**config.mk**
```make
export PLATFORM = sky130hd
export DESIGN_NAME = reflect_stream
export DESIGN_NICKNAME = d
export VERILOG_FILES = /design/src/rtl/reflect_stream_pkg.sv /design/src/rtl/reflect_stream_xform.sv /design/src/rtl/reflect_stream.sv
export SDC_FILE = /design/constraint.sdc
export NUM_CORES = 1
export LEC_CHECK = 0
export CAP_MARGIN = 20
export CORE_MARGIN = 5
export CORE_UTILIZATION = 50
export CTS_CLUSTER_DIAMETER = 50
export DETAILED_ROUTE_END_ITERATION = 10
export GPL_TIMING_DRIVEN = 0
export HOLD_SLACK_MARGIN = 0.12
export PLACE_DENSITY = 0.76
export RECOVER_POWER = 50
export SETUP_SLACK_MARGIN = 0.15
export SYNTH_ARGS = -nofsm -noshare
export SYNTH_HDL_FRONTEND = slang
export SYNTH_HIERARCHICAL = 1
export SYNTH_SLANG_ARGS = --single-unit
```
**constraint.sdc**
```tcl
create_clock -name clk -period 3.6 [get_ports clk]
set_input_delay 0.54 -clock clk [delete_from_list [all_inputs] [get_ports clk]]
set_output_delay 0.54 -clock clk [all_outputs]
set_load 0.02 [all_outputs]
```
**src/rtl/reflect_stream_pkg.sv**
```systemverilog
// ---------------------------------------------------------------------------
// reflect_stream_pkg : mode encodings, width helpers and frame FSM states
// Revision 1.0
// ---------------------------------------------------------------------------
`default_nettype none
`timescale 1ns/1ps

package reflect_stream_pkg;

  typedef enum logic [1:0] {
    MODE_PASS        = 2'b00,
    MODE_BITREV      = 2'b01,
    MODE_BYTE_BITREV = 2'b10,
    MODE_BYTESWAP    = 2'b11
  } mode_e;

  typedef enum logic {
    ST_IDLE     = 1'b0,
    ST_IN_FRAME = 1'b1
  } frame_state_e;

  function automatic int nb_of(input int data_w);
    return data_w / 8;
  endfunction

  function automatic int nbw_of(input int data_w);
    return $clog2(data_w / 8) + 1;
  endfunction

endpackage

`default_nettype wire

```
**src/rtl/reflect_stream_xform.sv**
```systemverilog
// ---------------------------------------------------------------------------
// reflect_xform : masks unused byte lanes then applies the selected reflection
// Revision 1.0
// ---------------------------------------------------------------------------
`default_nettype none
`timescale 1ns/1ps

module reflect_xform
  import reflect_stream_pkg::*;
#(
  parameter  int DATA_W = 32,
  localparam int NB     = nb_of(DATA_W),
  localparam int NBW    = nbw_of(DATA_W)
) (
  input  logic [DATA_W-1:0] data_i,
  input  logic [NBW-1:0]    nbytes_i,
  input  mode_e             mode_i,
  output logic [DATA_W-1:0] data_o
);

  logic [DATA_W-1:0] masked;
  logic [DATA_W-1:0] bit_rev;
  logic [DATA_W-1:0] byte_rev;
  logic [DATA_W-1:0] byte_bitrev;
  int                pad_bits;

  always_comb begin
    masked      = '0;
    bit_rev     = '0;
    byte_rev    = '0;
    byte_bitrev = '0;
    pad_bits    = (NB - int'(nbytes_i)) * 8;
    data_o      = '0;

    for (int i = 0; i < NB; i++) begin
      if (i < int'(nbytes_i)) masked[i*8 +: 8] = data_i[i*8 +: 8];
    end

    // Whole-word reversals put the valid field at the top; shifting by the
    // unused width right-aligns it and leaves the upper lanes zero.
    for (int b = 0; b < DATA_W; b++) bit_rev[b] = masked[DATA_W-1-b];
    for (int i = 0; i < NB; i++) byte_rev[i*8 +: 8] = masked[(NB-1-i)*8 +: 8];
    for (int i = 0; i < NB; i++) begin
      for (int k = 0; k < 8; k++) byte_bitrev[i*8 + k] = masked[i*8 + 7 - k];
    end

    case (mode_i)
      MODE_PASS:        data_o = masked;
      MODE_BITREV:      data_o = bit_rev >> pad_bits;
      MODE_BYTE_BITREV: data_o = byte_bitrev;
      MODE_BYTESWAP:    data_o = byte_rev >> pad_bits;
      default:          data_o = masked;
    endcase
  end

endmodule

`default_nettype wire

```
**src/rtl/reflect_stream.sv**
```systemverilog
// ---------------------------------------------------------------------------
// reflect_stream : framed bit/byte reflection stream with skid buffering
// Revision 1.0
// ---------------------------------------------------------------------------
`default_nettype none
`timescale 1ns/1ps

module reflect_stream
  import reflect_stream_pkg::*;
#(
  parameter  int DATA_W = 32,
  parameter  int CNT_W  = 16,
  localparam int NB     = nb_of(DATA_W),
  localparam int NBW    = nbw_of(DATA_W)
) (
  input  logic              clk,
  input  logic              rst,
  input  logic [1:0]        mode_i,
  input  logic              s_valid,
  output logic              s_ready,
  input  logic [DATA_W-1:0] s_data,
  input  logic [NBW-1:0]    s_nbytes,
  input  logic              s_last,
  output logic              m_valid,
  input  logic              m_ready,
  output logic [DATA_W-1:0] m_data,
  output logic [NBW-1:0]    m_nbytes,
  output logic              m_last,
  output logic              frame_active,
  output logic [CNT_W-1:0]  frame_len,
  output logic              mode_err,
  input  logic              err_clr
);

  logic              m_valid_q, m_valid_d;
  logic [DATA_W-1:0] m_data_q, m_data_d;
  logic [NBW-1:0]    m_nbytes_q, m_nbytes_d;
  logic              m_last_q, m_last_d;

  logic              skid_valid_q, skid_valid_d;
  logic [DATA_W-1:0] skid_data_q, skid_data_d;
  logic [NBW-1:0]    skid_nbytes_q, skid_nbytes_d;
  logic              skid_last_q, skid_last_d;

  frame_state_e      state_q, state_d;
  logic [CNT_W-1:0]  cnt_q, cnt_d;
  mode_e             mode_lat_q, mode_lat_d;
  logic [CNT_W-1:0]  frame_len_q, frame_len_d;
  logic              mode_err_q, mode_err_d;

  logic              accept;
  mode_e             mode_in;
  mode_e             eff_mode;
  logic [NBW-1:0]    nbytes_norm;
  logic [DATA_W-1:0] xf_data;

  assign s_ready      = ~skid_valid_q;
  assign accept       = s_valid & s_ready;
  assign mode_in      = mode_e'(mode_i);
  assign eff_mode     = (state_q == ST_IN_FRAME) ? mode_lat_q : mode_in;

  assign m_valid      = m_valid_q;
  assign m_data       = m_data_q;
  assign m_nbytes     = m_nbytes_q;
  assign m_last       = m_last_q;
  assign frame_active = (state_q == ST_IN_FRAME);
  assign frame_len    = frame_len_q;
  assign mode_err     = mode_err_q;

  // Only the closing beat of a frame may be partial.
  always_comb begin
    nbytes_norm = s_nbytes;
    if (!s_last || (s_nbytes == '0) || (s_nbytes > NBW'(NB))) nbytes_norm = NBW'(NB);
  end

  reflect_xform #(
    .DATA_W   (DATA_W)
  ) u_xform (
    .data_i   (s_data),
    .nbytes_i (nbytes_norm),
    .mode_i   (eff_mode),
    .data_o   (xf_data)
  );

  always_comb begin
    m_valid_d     = m_valid_q;
    m_data_d      = m_data_q;
    m_nbytes_d    = m_nbytes_q;
    m_last_d      = m_last_q;
    skid_valid_d  = skid_valid_q;
    skid_data_d   = skid_data_q;
    skid_nbytes_d = skid_nbytes_q;
    skid_last_d   = skid_last_q;

    if (!m_valid_q || m_ready) begin
      if (skid_valid_q) begin
        m_valid_d    = 1'b1;
        m_data_d     = skid_data_q;
        m_nbytes_d   = skid_nbytes_q;
        m_last_d     = skid_last_q;
        skid_valid_d = 1'b0;
      end else if (accept) begin
        m_valid_d    = 1'b1;
        m_data_d     = xf_data;
        m_nbytes_d   = nbytes_norm;
        m_last_d     = s_last;
      end else begin
        m_valid_d    = 1'b0;
      end
    end else if (accept) begin
      // Output is stalled: park the beat so s_ready never waits on m_ready.
      skid_valid_d  = 1'b1;
      skid_data_d   = xf_data;
      skid_nbytes_d = nbytes_norm;
      skid_last_d   = s_last;
    end
  end

  always_comb begin
    state_d     = state_q;
    cnt_d       = cnt_q;
    mode_lat_d  = mode_lat_q;
    frame_len_d = frame_len_q;
    mode_err_d  = mode_err_q;

    if (err_clr) mode_err_d = 1'b0;

    if (accept) begin
      case (state_q)
        ST_IDLE: begin
          mode_lat_d = mode_in;
          cnt_d      = CNT_W'(1);
          if (s_last) frame_len_d = CNT_W'(1);
          else        state_d     = ST_IN_FRAME;
        end
        ST_IN_FRAME: begin
          cnt_d = (&cnt_q) ? cnt_q : cnt_q + CNT_W'(1);
          if (mode_in != mode_lat_q) mode_err_d = 1'b1;
          if (s_last) begin
            frame_len_d = cnt_d;
            state_d     = ST_IDLE;
          end
        end
        default: state_d = ST_IDLE;
      endcase
    end
  end

  always_ff @(posedge clk or posedge rst) begin
    if (rst) begin
      m_valid_q     <= 1'b0;
      m_data_q      <= '0;
      m_nbytes_q    <= '0;
      m_last_q      <= 1'b0;
      skid_valid_q  <= 1'b0;
      skid_data_q   <= '0;
      skid_nbytes_q <= '0;
      skid_last_q   <= 1'b0;
      state_q       <= ST_IDLE;
      cnt_q         <= '0;
      mode_lat_q    <= MODE_PASS;
      frame_len_q   <= '0;
      mode_err_q    <= 1'b0;
    end else begin
      m_valid_q     <= m_valid_d;
      m_data_q      <= m_data_d;
      m_nbytes_q    <= m_nbytes_d;
      m_last_q      <= m_last_d;
      skid_valid_q  <= skid_valid_d;
      skid_data_q   <= skid_data_d;
      skid_nbytes_q <= skid_nbytes_d;
      skid_last_q   <= skid_last_d;
      state_q       <= state_d;
      cnt_q         <= cnt_d;
      mode_lat_q    <= mode_lat_d;
      frame_len_q   <= frame_len_d;
      mode_err_q    <= mode_err_d;
    end
  end

endmodule

`default_nettype wire

```
==> metrics.yaml <==
critical_path:
  r2r_end: "m_data[2]"
  crit_chain: "clkbuf_1 > mux2_2 > buf_2 > nand2_4 > buf_2 > mux2i_1 > o22ai_1 > a221o_1 > mux2i_1 > a21oi_1"
  endpoint_kind: "flip-flop"
  cp_max_fo: 10
  cp-endpoint: "m_data[2]"
  crit_family: "multiplexers"
  cp_num_buf_inv: 3
  cp.arrival_ps: 3390
  setup.worst_path.start_class: "flip-flop"
  rrSetupSlack_ps: 440
  required_ps: 3830
  path_depth: 10
  timing.rr.start: "frame_active"
  max_stage_delay_ps: 410
  critPathLaunch: "frame_active"
  worstSetupPathType: "reg -> reg"
  crit_slowest_cell: "mux2i_1"
  ff2ff_path_depth: 10
job:
  maxCapViolations: 1
detailed_routing:
  dr.pass1.iters: 5
  wirelength_um: 21200
  drt_iter0_markers: 518
  vias_per_cell: 6.01
  final_antenna_net_count: 0
  drc: 0
  vias: 6171
  wire_per_inst_um: 20.7
clock_tree:
  cts_tree: "done"
  cts_made_buffers: 9
  cts_hold_buf: 0
  clk_pin_slew_worst_paths_ps: 80
  postCtsSetupBuffers: 0
  cts_buffer_depth: 2
  h-tree-depth: 3
  cts_num_sinks: 110
  clock_latency_ps: 360
  cts-root-buf: "clkbuf_16"
  ctsResizeCount: 0
layout:
  nets: 890
  diodes: 0
  drive_gt1_share_pct: 9.18
  syn_to_final_growth_pct: 22.1
  fill_cells: 1147
  instances_no_fill: 1026
logic_synthesis:
  synth_cell_types: 65
  async_reset_ff_share_pct: 100
  yosysWarnings: 6
  yosysTopAreaCell: "dfrtp_1"
  synthesis.nets: 781
  synth-edff-count: 0
  synth.top_cells.by_area: "dfrtp_1 41%, mux2i_1 14%, nand2_1 8.1%, a21oi_1 3.9%, nor2_1 3.7%"
  avgSynthCellArea_um2: 9.16
  syn_inst: 736
  ys.flop_type: "dfrtp_1"
  ys_top_cells_by_count: "145 x nand2_1, 110 x dfrtp_1, 95 x mux2i_1"
  synth_seq_cells: 110
  ys_seq_area_share_pct: 40.8
  syn_area_um2: 6740
  synth_top_area_share_pct: 40.8
  synthMostInstantiatedCell: "nand2_1"
global_route:
  grt_first_pass_wirelength_um: 33700
  grt_max_degree: 71
  grt.total_usage_pct: 26.8
  grt_pass1_vias: 6236
  antenna_found_initial: 0
  gr-total-overflow: 0
pwr:
  p_per_area_nw_per_um2: 510
  peakVddDrop_uv: 292
  leakage_uw: 0.00376
floorplanning:
  pin_count: 99
  die_area_um2: 15900
  start_util_pct: 50.9
  die_x_um: 126
  core_area_um2: 13200
  die_h_um: 126
  num_rows: 42
sta:
  rsz0062_at_grt: "false"
  fin_crit_sh_pct: 87.9
  max_freq_ghz: 0.316
  finClkSkew_ps: 7.71
  relSlewSlack_pct: -23.1
  hold_viol: 0
  worst_pin_slew_ps: 1840
  finalCriticalPeriod_ps: 3160
  setup_viol: 0
  slew_violations: 42
  setup_slack_ps: 436
run_status:
  status: "finished, violations left"
  violations: "max-capacitance violations, max-slew violations"
placement:
  hpwl_um: 16300
  dpl_worst_slack_ps: 300
  placed_cells: 1010
  io_buffer_count: 97
  gp_congestion: 0.938
min_path:
  hp-class: "reg -> reg"
-- layout by cell type, fill, tap and decap left out, types with 6 or more instances in the layout --
| cell | instances |
|---|---|
| nand2_1 | 145 |
| dfrtp_1 | 110 |
| mux2i_1 | 95 |
| clkdlybuf4s50_1 | 76 |
| nor2_1 | 67 |
| a21oi_1 | 53 |
| o22ai_1 | 32 |
| clkbuf_1 | 23 |
| dlygate4sd3_1 | 21 |
| buf_2 | 20 |
| o21ai_0 | 15 |
| inv_1 | 11 |
| nand3_1 | 9 |
| nor3_1 | 9 |
| clkbuf_16 | 9 |
| buf_6 | 8 |
| o2bb2ai_1 | 8 |
| a221o_1 | 8 |
| o31ai_1 | 7 |
| xor2_1 | 6 |
| a31oi_1 | 6 |
| buf_1 | 6 |
| mux2i_4 | 6 |
-- power by group --
| part | switching, uW | leakage (uW) | internal [uW] | total [uW] |
|---|---|---|---|---|
| logic | 908 | 0.00224 | 651 | 1560 |
| clock network | 496 | 0.000134 | 499 | 996 |
| registers | 155 | 0.00139 | 1490 | 1640 |
-- registers in the layout, indices dropped and copies added (netlist names) --
signal and flops:
m_last 1, skid_nbytes_q 3, mode_lat_q 2, skid_last_q 1, m_valid 1, frame_active 1
mode_err 1, frame_len 16, m_data 32, skid_data_q 32, skid_valid_q 1, cnt_q 16
m_nbytes 3
-- routing by layer --
layer	vias up	track usage [%]	wire, um
li1	2843	-	-
met1	3079	35.7	9180
met2	218	44.5	10300
met3	31	5.17	1230
met4	0	7.95	483
met5	-	0	0
-- worst min-delay path by stage --
stage	startpoint	endpoint	cells past startpoint
3_3_place_gp	skid_nbytes_q[2]	skid_nbytes_q[2]	2
5_1_grt	skid_data_q[18]	skid_data_q[18]	2
2_1_floorplan	skid_nbytes_q[2]	skid_nbytes_q[2]	2
3_5_place_dp	skid_nbytes_q[2]	skid_nbytes_q[2]	2
4_1_cts	skid_nbytes_q[2]	skid_nbytes_q[2]	2
6_report	skid_nbytes_q[2]	skid_nbytes_q[2]	2
-- through the flow --
step | cell area [um^2] | util (%) | TNS, ps | power, uW | hold WS, ps
CTS | 8260 | 62.3 | 0 | 4230 | 480
global route | 8230 | 62.2 | 0 | 4420 | 506
detailed placement | 7970 | 60.1 | 0 | 3230 | 461
floorplan | 6740 | - | 0 | 2610 | 442
global placement | 7940 | 59.9 | -151050 | 3180 | 457
finish | 8230 | 62.2 | 0 | 4200 | 477
-- cell families (layout without fill, tap and decap cells) --
group | count (synthesis) | count (layout) | share of synthesized area (%)
and+or+nand+nor | 274 | 274 | 18.9
AOI/OAI and AO/OA | 168 | 168 | 16.8
DFF | 110 | 110 | 40.8
muxes | 105 | 105 | 16.8
buffers and inverters | 70 | 184 | 5.44
xor gates and xnor gates | 7 | 7 | 0.909
adders and majority gates | 2 | 2 | 0.371
-- worst min-delay path, cell delays in order, from the launching register on --
cell and delay (ps):
dfrtp_1 340, nand2_1 50, nand2_1 60
-- final cells by class --
cell class | instances | area [um^2] | share of cell area (%)
Tap cell | 176 | 220 | 2.68
Inverter | 12 | 46.3 | 0.562
Buffer | 58 | 319 | 3.88
Timing Repair Buffer | 98 | 978 | 11.9
Sequential cell | 110 | 2750 | 33.4
Clock inverter | 6 | 51.3 | 0.623
Clock buffer | 10 | 239 | 2.90
Multi-Input combinational cell | 556 | 3620 | 44.0
Power figures use the tool's default switching activity.
